### config.mk
export PLATFORM = sky130hd
export DESIGN_NAME = additionneur_sequentiel
export DESIGN_NICKNAME = d
export VERILOG_FILES = /design/src/rtl/additionneur_sequentiel_pkg.sv /design/src/rtl/additionneur_sequentiel_tranche.sv /design/src/rtl/additionneur_sequentiel.sv
export SDC_FILE = /design/constraint.sdc
export NUM_CORES = 1
export LEC_CHECK = 0
export CAP_MARGIN = 20
export CORE_MARGIN = 2
export CORE_UTILIZATION = 52
export CTS_CLUSTER_SIZE = 30
export DETAILED_ROUTE_END_ITERATION = 16
export GPL_ROUTABILITY_DRIVEN = 0
export PLACE_DENSITY = 0.86
export SETUP_SLACK_MARGIN = 0.1
export SYNTH_ARGS = -nofsm -noshare
export SYNTH_HDL_FRONTEND = slang
export SYNTH_SLANG_ARGS = --single-unit
### constraint.sdc
create_clock -name clk -period 3.19 [get_ports clk]
set_input_delay 0.7975 -clock clk [delete_from_list [all_inputs] [get_ports clk]]
set_output_delay 0.7975 -clock clk [all_outputs]
set_load 0.02 [all_outputs]
### src/rtl/additionneur_sequentiel_pkg.sv
// Shared definitions for the sequential adder/subtractor: FSM state
// encoding and the slice-count helper used to size the slice index.
package additionneur_sequentiel_pkg;

   typedef enum logic [1:0] {
      ST_IDLE = 2'd0,
      ST_RUN  = 2'd1,
      ST_DONE = 2'd2
   } state_t;

   // Number of CHUNK-bit slices needed to cover a WIDTH-bit operand.
   function automatic int nchunk(input int width, input int chunk);
      return width / chunk;
   endfunction

   // Width of a counter that indexes nchunk slices (at least one bit).
   function automatic int index_width(input int n);
      return (n > 1) ? $clog2(n) : 1;
   endfunction

endpackage

### src/rtl/additionneur_sequentiel_tranche.sv
// One CHUNK-bit ripple slice: s = a + b + rin, with carry-out on rout.
// Purely combinational; the top level registers the carry between slices.
module additionneur_tranche #(
   parameter int CHUNK = 8
) (
   input  logic [CHUNK-1:0] a,
   input  logic [CHUNK-1:0] b,
   input  logic             rin,
   output logic [CHUNK-1:0] s,
   output logic             rout
);

   // Widen by one bit so the carry-out falls out of the addition.
   assign {rout, s} = {1'b0, a} + {1'b0, b} + {{CHUNK{1'b0}}, rin};

endmodule

### src/rtl/additionneur_sequentiel.sv
// Multi-cycle adder/subtractor with accumulate mode. A WIDTH-bit operation
// runs through one CHUNK-bit slice, LSB first, one slice per clock, with a
// registered carry linking consecutive slices.
module additionneur_sequentiel
   import additionneur_sequentiel_pkg::*;
#(
   parameter int WIDTH = 16,
   parameter int CHUNK = 8
) (
   input  logic             clk,
   input  logic             rst_n,
   input  logic             start,
   input  logic             op_sub,
   input  logic             acc_mode,
   input  logic             clr,
   input  logic [WIDTH-1:0] a,
   input  logic [WIDTH-1:0] b,
   input  logic             rin,
   output logic             ready,
   output logic             done,
   output logic [WIDTH-1:0] s,
   output logic             rout,
   output logic             ovf
);

   localparam int NCHUNK = nchunk(WIDTH, CHUNK);
   localparam int KW     = index_width(NCHUNK);
   localparam logic [KW-1:0] K_LAST = KW'(NCHUNK - 1);

   state_t           state;
   logic [WIDTH-1:0] op_a;
   logic [WIDTH-1:0] op_b;
   logic             carry;
   logic [KW-1:0]    k;

   logic [CHUNK-1:0] slice_a;
   logic [CHUNK-1:0] slice_b;
   logic [CHUNK-1:0] slice_s;
   logic             slice_c;
   int               base;

   // Select the operand slice addressed by the current slice index.
   always_comb begin
      base    = int'(k) * CHUNK;
      slice_a = op_a[base +: CHUNK];
      slice_b = op_b[base +: CHUNK];
   end

   additionneur_tranche #(
      .CHUNK (CHUNK)
   ) u_tranche (
      .a    (slice_a),
      .b    (slice_b),
      .rin  (carry),
      .s    (slice_s),
      .rout (slice_c)
   );

   // FSM, operand/carry registers and result register in one clocked process.
   always_ff @(posedge clk or negedge rst_n) begin
      if (!rst_n) begin
         // NOTE: operand registers are reset too, so nothing in the datapath
         // ever carries X out of reset even though they are only read in RUN.
         state <= ST_IDLE;
         ready <= 1'b1;
         done  <= 1'b0;
         s     <= '0;
         rout  <= 1'b0;
         ovf   <= 1'b0;
         op_a  <= '0;
         op_b  <= '0;
         carry <= 1'b0;
         k     <= '0;
      end else begin
         case (state)
            ST_IDLE: begin
               // Clear is applied before a same-cycle start, so an
               // accumulating start after clr sees op_a = 0.
               if (clr) begin
                  s    <= '0;
                  rout <= 1'b0;
                  ovf  <= 1'b0;
               end
               if (start) begin
                  // NOTE: non-blocking assignments keep the old s visible to
                  // the op_a mux in this same cycle; clr is folded in by hand.
                  op_a  <= acc_mode ? (clr ? '0 : s) : a;
                  op_b  <= op_sub ? ~b : b;
                  carry <= op_sub | rin;
                  k     <= '0;
                  ready <= 1'b0;
                  state <= ST_RUN;
               end
            end
            ST_RUN: begin
               s[base +: CHUNK] <= slice_s;
               carry            <= slice_c;
               if (k == K_LAST) begin
                  // The slice being written holds the result MSB, so the
                  // flags are taken from the slice output directly.
                  rout  <= slice_c;
                  ovf   <= (op_a[WIDTH-1] == op_b[WIDTH-1]) &&
                           (slice_s[CHUNK-1] != op_a[WIDTH-1]);
                  done  <= 1'b1;
                  state <= ST_DONE;
               end else begin
                  k <= k + 1'b1;
               end
            end
            ST_DONE: begin
               done  <= 1'b0;
               ready <= 1'b1;
               state <= ST_IDLE;
            end
            default: begin
               done  <= 1'b0;
               ready <= 1'b1;
               state <= ST_IDLE;
            end
         endcase
      end
   end

endmodule

After elaboration in Yosys (flattened, before gate mapping) --
Index checks and enable logic that the tools add are counted.
Storage, ports and cells: register bits 56, latch bits 0, memory bits (writable) 0, memory bits (read-only) 0, input port bits 39, word-level logic and storage cells 58, memories kept 0
Cells by class: add/subtract/negate cells 4, multipliers 0, divide/modulo/power cells 0, $lt $le $gt $ge 0, eq/ne operators 6, shifts and indexed selects 4, multiplexer cells 21, bitwise operators 4, reductions and logical operators 9
Operators with widths (count):
- 16-bit two-way mux | 3
- 4-bit negator with 33-bit output | 1
- 8-bit by 33-bit variable shift with 16-bit output (first input constant) | 1
- 8-bit by 33-bit variable part select with 16-bit output | 1
- 16-bit one-hot mux with 2 select lines | 1
- 16-bit by 5-bit variable part select with 8-bit output | 2
- 16-bit bitwise mux | 1
- 16-bit NOT | 1
- 1-bit one-hot mux with 2 select lines | 6
- 2-bit AND reduction | 5
- 8-bit by 8-bit adder with 9-bit output | 1
- 9-bit by 1-bit adder with 9-bit output | 1
- 1-bit two-way mux | 7
- 2-bit inequality test (second input constant) | 3
- 2-bit two-way mux | 2
- 2-bit one-hot mux with 2 select lines | 1
- 3-bit AND reduction | 1
- 2-bit by 1-bit equality test with 1-bit output (second input constant) | 1
- 2-bit zero test | 1
- 1-bit NOT | 2
- 2-bit nonzero test | 1
- 1-bit adder (second input constant) | 1
- 1-bit equality test | 1
- 1-bit logical AND | 1
- other kinds (2) | 2

Longest topological paths before layout --
Gate-level depths: netlist of run 1.
depth in word-level cells 7, mapped depth 10, mapped depth without buffers 9

Modules after synthesis --
From an unflattened synthesis of run 1, not the netlist that was laid out.
Unflattened totals: cells, all modules 307, area total of the unflattened synthesis 3052.9 sq um
Modules (own cells, without submodules):
- additionneur_sequentiel | times used 1, cells each 265, area an instance 2721.4 sq um, seq. area each 1402.6 sq um
- additionneur_tranche | times used 1, cells each 42, area an instance 331.6 sq um, seq. area each 0.0 sq um

Worst setup path after synthesis of run 1 --
Ideal clock, no wire load.
path type reg2reg, start reg k, end reg s[6], library setup time 0.121 ns, arrival time 2.644 ns, data required time 3.069 ns, path slack 0.425 ns, stages on the path, launching flop included 11, buffers on the path 1, path through dfrtp_1 -> clkbuf_1 -> mux2_2 -> fa_1 -> inv_1 -> fa_1 -> nor2b_1 -> o21a_1 -> a311o_1 -> xor2_1 -> a22o_1
Between the ends: word-level cells in the longest chain between the ends 6, elaborated cells between the ends (all ways) 9, those cells by class 3 x add/sub; 4 x shift; 2 x mux
Ends and longest elaborated chain:
- start, declared | line additionneur_sequentiel.sv:34 | logic [KW-1:0] k;
- start signal, assigned | line additionneur_sequentiel.sv:107 | k <= k + 1'b1;
- 16-bit by 5-bit variable part select with 8-bit output, on equally long branches | line additionneur_sequentiel.sv:45, additionneur_sequentiel.sv:46
- 8-bit by 8-bit adder with 9-bit output | line additionneur_sequentiel_tranche.sv:14 | assign {rout, s} = {1'b0, a} + {1'b0, b} + {{CHUNK{1'b0}}, rin};
- 9-bit by 1-bit adder with 9-bit output | line additionneur_sequentiel_tranche.sv:14
- 8-bit by 33-bit variable part select with 16-bit output | line additionneur_sequentiel.sv:96 | s[base +: CHUNK] <= slice_s;
- 16-bit bitwise mux (*) | line additionneur_sequentiel.sv:96
- 16-bit one-hot mux with 2 select lines (*) | line additionneur_sequentiel.sv:75 | case (state)
- end signal, assigned by index | line additionneur_sequentiel.sv:96
- end, declared | line additionneur_sequentiel.sv:21 | output logic [WIDTH-1:0] s,
Every way passes the cells marked *; elsewhere a longest branch is shown, timed or not. A chain may end at the register's enable or synchronous reset.

Worst setup path after layout of run 1 --
Same ends and word-level chain as after synthesis.

==> results.yml, run 1 <==
clock_tree:
  post_cts_buffers: 0
  htreeDepth: 2
  insertion_delay_ns: 0.31
  ctsResizeCount: 0
  cts_tree: "built"
  cts_root_buf: "clkbuf_8"
  cts_num_sinks: 56
  hold_buffers: 0
  clock_path_buffers: 2
  cts_made_buffers: 5
  clk_pin_slew_ns: 0.10
floorplan:
  die_w_um: 79.7
  initial_utilization_pct: 54.1
  dieArea_mm2: 0.00635
  ios: 59
  core_mm2: 0.00551
  dieHeight_um: 79.7
  rows: 27
timing:
  finClkSkew_ns: 0.00820
  fin_crit_ns: 2.75
  hold_viol_final: 0
  drv_slew: 0
  finalSetupTns_ns: 0
  setup_viol: 0
  max_freq_mhz: 363
  grt_setup_unrepaired: "no"
  worst_pin_slew_ns: 0.947
  fin_crit_sh_pct: 86.3
  slew_headroom_pct: 36.7
hold_path:
  hold_class: "in -> async"
synthesis:
  synthCells: 303
  synth.top_cell.area_share_pct: 46.2
  synthTopCellsByArea: "dfrtp_1, nor2_1, mux2_2"
  synth_commonest_cells: "dfrtp_1, nor2_1, a21oi_1"
  syn_nets: 351
  yosysWarnings: 0
  synth_cell_types: 41
  synth_top_area_cell: "dfrtp_1"
  ys_seq_area_share_pct: 47.1
  synth_ff_type: "dfrtp_1"
  synth-async-reset-ratio_pct: 100
  ys_ff_latch: 56
  syn_area_mm2: 0.00298
  yosysMostFrequentCell: "dfrtp_1"
  synth_edf_count: 0
  avgSynthCellArea_um2: 9.83
detailed_routing:
  antenna_left: 0
  wl_met2_um: 3560
  highest_layer: "met4"
  post_drt_wl_per_cell_um: 16.1
  m1WireLength_um: 2920
  via_per_inst: 5.60
  drc: 0
  vias: 2409
  wl_met3_um: 322
  first_pass_iters: 7
  dr.first_iter.drc_count: 158
  drt-total-wl_um: 6920
outcome:
  outcome: "complete, no violations"
critical_path:
  cp-start-kind: "flop"
  path_class: "reg -> reg"
  rrSetupSlack_ns: 0.44
  cpMostUsedCell: "fa_1"
  regToRegStartpoint: "k"
  rr_worst_depth: 9
  r2r-end: "s[6]"
  cp_max_fo: 7
  max_stage_delay_ns: 0.50
  endpoint_kind: "flop"
  critPathSlowestCell: "dfrtp_1"
  cp_cell_sequence: "mux2_2 -> fa_1 -> inv_1 -> fa_1 -> nor2b_1 -> o21a_1 -> a311o_1 -> xor2_1 -> a22o_1"
  cp.required_ns: 3.40
  critPathArrivalTime_ns: 2.96
placed_design:
  dpl.hpwl_um: 5090
  dpl_cell_area_mm2: 0.00364
  io_buffers: 58
global_route:
  grt_first_pass_wirelength_um: 11300
  antenna_found_initial: 0
  first_global_vias: 2355
  grt_max_degree: 57
  gr-total-overflow: 0
  grt_usage_pct: 23.1
power_and_ir_drop:
  p_leak_nw: 1.52
  peakVddDrop_mv: 0.781
  power_w: 0.00419
  power_density_mw_per_mm2: 1120
finish:
  fin_area_mm2: 0.00375
  diodes: 0
  area_delta_synth_final_pct: 25.8
  fin_nets: 405
  drive_gt1_share_pct: 10.1
run:
  max_cap_viol_count: 0
state kept, by name, summed over array words and instances, names as in the netlist:
name,count
done,1
rout,1
state,2
op_b,16
ready,1
ovf,1
op_a,16
s,16
k,1
carry,1
layout make-up:
class,instances,area (um2)
Multi-Input combinational cell,224,1490
Fill cell,447,1760
Timing Repair Buffer,65,641
Clock buffer,6,72.6
Sequential cell,56,1400
Clock inverter,2,35.0
Tap cell,72,90.1
Inverter,5,18.8
stage by stage:
stage | hold slack, ns | util (%) | std cells | worst slack (ns)
2_1_floorplan | 0.490 | - | 303 | 0.425
3_3_place_gp | 0.476 | 66.1 | 422 | 0.540
3_5_place_dp | 0.496 | 66.1 | 422 | 0.475
4_1_cts | 0.477 | 68.1 | 430 | 0.445
5_1_grt | 0.483 | 68.1 | 430 | 0.237
6_report | 0.461 | 68.1 | 430 | 0.436
worst max-delay path, delay by kind of cell, from the launching register on:
kind	cells	cell delay, ns
AO/OA/AOI/OAI	3	0.81
XOR/XNOR	1	0.17
adder cells (fa/ha/maj)	2	0.64
buffers and inverters	1	0.09
flip-flops	1	0.50
multiplexers	1	0.39
AND/OR/NAND/NOR	1	0.06
layer usage:
| layer | vias up | global-route usage, % |
|---|---|---|
| met2 | 75 | 38.5 |
| met4 | 0 | 7.93 |
| met5 | - | 0 |
| li1 | 1151 | - |
| met1 | 1171 | 30.5 |
| met3 | 12 | 4.07 |
worst max-delay path by stage:
stage	start	slack [ns]	end
2_1_floorplan	k	0.42	s[6]
3_3_place_gp	k	0.54	s[6]
3_5_place_dp	k	0.47	s[6]
4_1_cts	k	0.44	s[6]
5_1_grt	k	0.24	s[7]
6_report	k	0.44	s[6]
report_power, final:
| part | switching [W] | internal [W] |
|---|---|---|
| clock network | 0.000226 | 0.000233 |
| logic | 0.00132 | 0.00110 |
| registers | 0.000268 | 0.00104 |
| total | 0.00182 | 0.00237 |
logic make-up (layout without fill, tap and decap cells):
logic type	after synthesis	in the layout	share of synthesized area, %
muxes	16	16	5.96
buffers and inverters	23	78	3.19
DFF	56	56	47.1
AOI/OAI and AO/OA	70	70	14.4
xor gates and xnor gates	20	20	5.88
adders and majority gates	9	9	4.28
and+or+nand+nor	109	109	19.2
cell usage in the layout, fill, tap and decap left out, types with 3 or more instances in the layout:
cell,Yosys,layout
a21oi_1,28,28
nand3b_1,16,16
nor2b_1,3,3
o21ai_0,7,7
xnor2_1,18,18
inv_1,5,5
a211oi_1,4,4
nand2b_1,18,18
dfrtp_1,55,55
clkdlybuf4s50_1,0,57
a31oi_1,16,16
nand2_1,17,17
nor2_1,43,43
buf_4,0,6
mux2_2,14,14
a22o_1,5,5
ha_1,7,7
clkbuf_8,0,5
Note: power is estimated with default switching activity, not from simulation.
==> inputs of run 2 (changes only) <==
Settings changed: SLEW_MARGIN set to 25.
==> results of run 2 <==
No change in the layout: final DEF, timing and power equal those of run 1.
==> inputs of run 3 (changes only) <==
Settings changed: CORE_MARGIN 2 to 10, HOLD_SLACK_MARGIN set to 0.05, SLEW_MARGIN 25 to unset.
==> run 3 against run 2 <==
  * Clock power shrank 16%
  * Sequential cell count unchanged
  * Largest cell class unchanged
  * Clock skew grew 0.0084 ns
  * Worst hold slack worse by 0.016 ns
==> results.yml, run 3 (synthesized netlist as in run 1, its figures left out) <==
timing:
  timing.hold.ws_ns: 0.445
  drv_slew: 0
  grt_setup_unrepaired: "no"
  hold_viol_final: 0
  slew_headroom_pct: 35.8
  setup_viol: 0
  finalSetupTns_ns: 0
  fin_crit_sh_pct: 87.1
  worst_pin_slew_ns: 0.960
  fin_crit_ns: 2.78
  max_freq_mhz: 360
  finClkSkew_ns: 0.0166
critical_path:
  cp_cell_sequence: "buf_4 -> mux2i_1 -> inv_1 -> ha_1 -> a211oi_1 -> o21ai_1 -> and4b_1 -> o31a_1 -> a221o_1"
  cp_max_fo: 14
  startpoint: "k"
  r2r-end: "ovf"
  rr_worst_depth: 9
  critPathTopFamily: "compound AO/OA/AOI/OAI gates"
  worstPathBufferInverterCount: 2
  regToRegStartpoint: "k"
  critPathArrivalTime_ns: 2.98
  endpoint_kind: "flop"
  critPathSlowestCell: "dfrtp_1"
  max_stage_delay_ns: 0.51
  cp-start-kind: "flop"
  path_class: "reg -> reg"
  rrSetupSlack_ns: 0.41
  cp.required_ns: 3.39
detailed_routing:
  drt-total-wl_um: 7430
  drc: 0
  via_per_inst: 5.60
  first_pass_iters: 5
  dr.first_iter.drc_count: 111
  post_drt_wl_per_cell_um: 17.3
  vias: 2410
  antenna_left: 0
power_and_ir_drop:
  p_leak_nw: 1.50
  p_int_w: 0.00229
  p_sw_share_pct: 43.9
  power_density_mw_per_mm2: 1100
  clkPwrFrac_pct: 9.5
  switchingPower_w: 0.00179
  pwr-share-comb_pct: 58.9
  seqPwrFrac_pct: 31.6
  peakVddDrop_mv: 0.875
finish:
  drive_gt1_share_pct: 10.3
  fill_cells: 456
  final_cell_mix: "clkdlybuf4s50_1, dfrtp_1, nor2_1, a21oi_1"
  fin_nets: 405
  diodes: 0
  reg_top3: "op_a (16), op_b (16), s (16)"
  area_delta_synth_final_pct: 24.8
  final_common_cell: "clkdlybuf4s50_1"
floorplan:
  initial_utilization_pct: 53.8
  dieArea_mm2: 0.00916
  die_w_um: 95.7
  core_mm2: 0.00554
  dieHeight_um: 95.7
  rows: 27
  ios: 59
global_route:
  grt_usage_pct: 17.3
  grtUsageMet1_pct: 21.0
  busiest_layer: "met2"
  grt_max_degree: 53
  antenna_found_initial: 0
  first_global_vias: 2537
  grt_first_pass_wirelength_um: 12600
  gr-total-overflow: 0
  grtUsageMet2_pct: 29.5
  grt.met3_usage_pct: 4.36
clock_tree:
  insertion_delay_ns: 0.31
  clock_path_buffers: 2
  clk_pin_slew_ns: 0.11
  cts_root_buf: "clkbuf_8"
  cts_num_sinks: 56
  hold_buffers: 0
  cts_made_buffers: 5
  ctsResizeCount: 0
  cts_tree: "built"
  htreeDepth: 2
  post_cts_buffers: 0
placed_design:
  dpl.hpwl_um: 5680
  io_buffers: 58
outcome:
  outcome: "complete, no violations"
hold_path:
  hold_class: "in -> async"
run:
  max_cap_viol_count: 0
[run 3: cell count changes in the layout (fill, tap and decap cells not counted), sizes merged]
| cell | change |
|---|---|
| bufinv | -1 |
| inv | +1 |
| clkbuf | -1 |
| clkinvlp | +1 |
[run 3: how the worst max path moves through the flow]
stage               depth (start not counted)  endpoint  slack, ns
floorplan                                  10      s[6]       0.42
CTS                                         9       ovf       0.39
detailed placement                          9       ovf       0.42
finish                                      9       ovf       0.41
global placement                            9      s[6]       0.55
global route                                9       ovf       0.23
[run 3: final cells by class]
type | instances | area, um2 | share of cell area, %
flip-flops and latches | 56 | 1400 | 37.7
well taps | 72 | 90.1 | 2.42
inverters | 5 | 18.8 | 0.505
multi-input cells | 224 | 1490 | 40.0
clock inverters | 3 | 21.3 | 0.572
repair buffers | 65 | 628 | 16.9
clock buffers | 5 | 68.8 | 1.85
[run 3: power groups by stage]
stage / clock network (W) / registers (W) / logic [W]
2_1_floorplan: 0 / 0.00129 / 0.00169
3_3_place_gp: 0 / 0.00130 / 0.00229
3_5_place_dp: 0 / 0.00130 / 0.00239
4_1_cts: 0.000393 / 0.00129 / 0.00240
5_1_grt: 0.000429 / 0.00133 / 0.00268
6_report: 0.000388 / 0.00129 / 0.00240
[run 3: metal layers]
metal	vias to the layer above	share of wire, %
met5	-	0
met2	59	52
met1	1178	41
li1	1161	-
met4	0	1.6
met3	12	5.5
[run 3: metrics by stage]
stage	power [W]	std cells	cell area (um2)	worst slack, ns	utilization (%)
4_1_cts	0.00408	430	3720	0.390	67.1
6_report	0.00408	430	3720	0.411	67.1
5_1_grt	0.00444	430	3720	0.232	67.1
3_5_place_dp	0.00369	422	3630	0.419	65.5
3_3_place_gp	0.00359	422	3630	0.550	65.5
2_1_floorplan	0.00298	303	2980	0.425	-
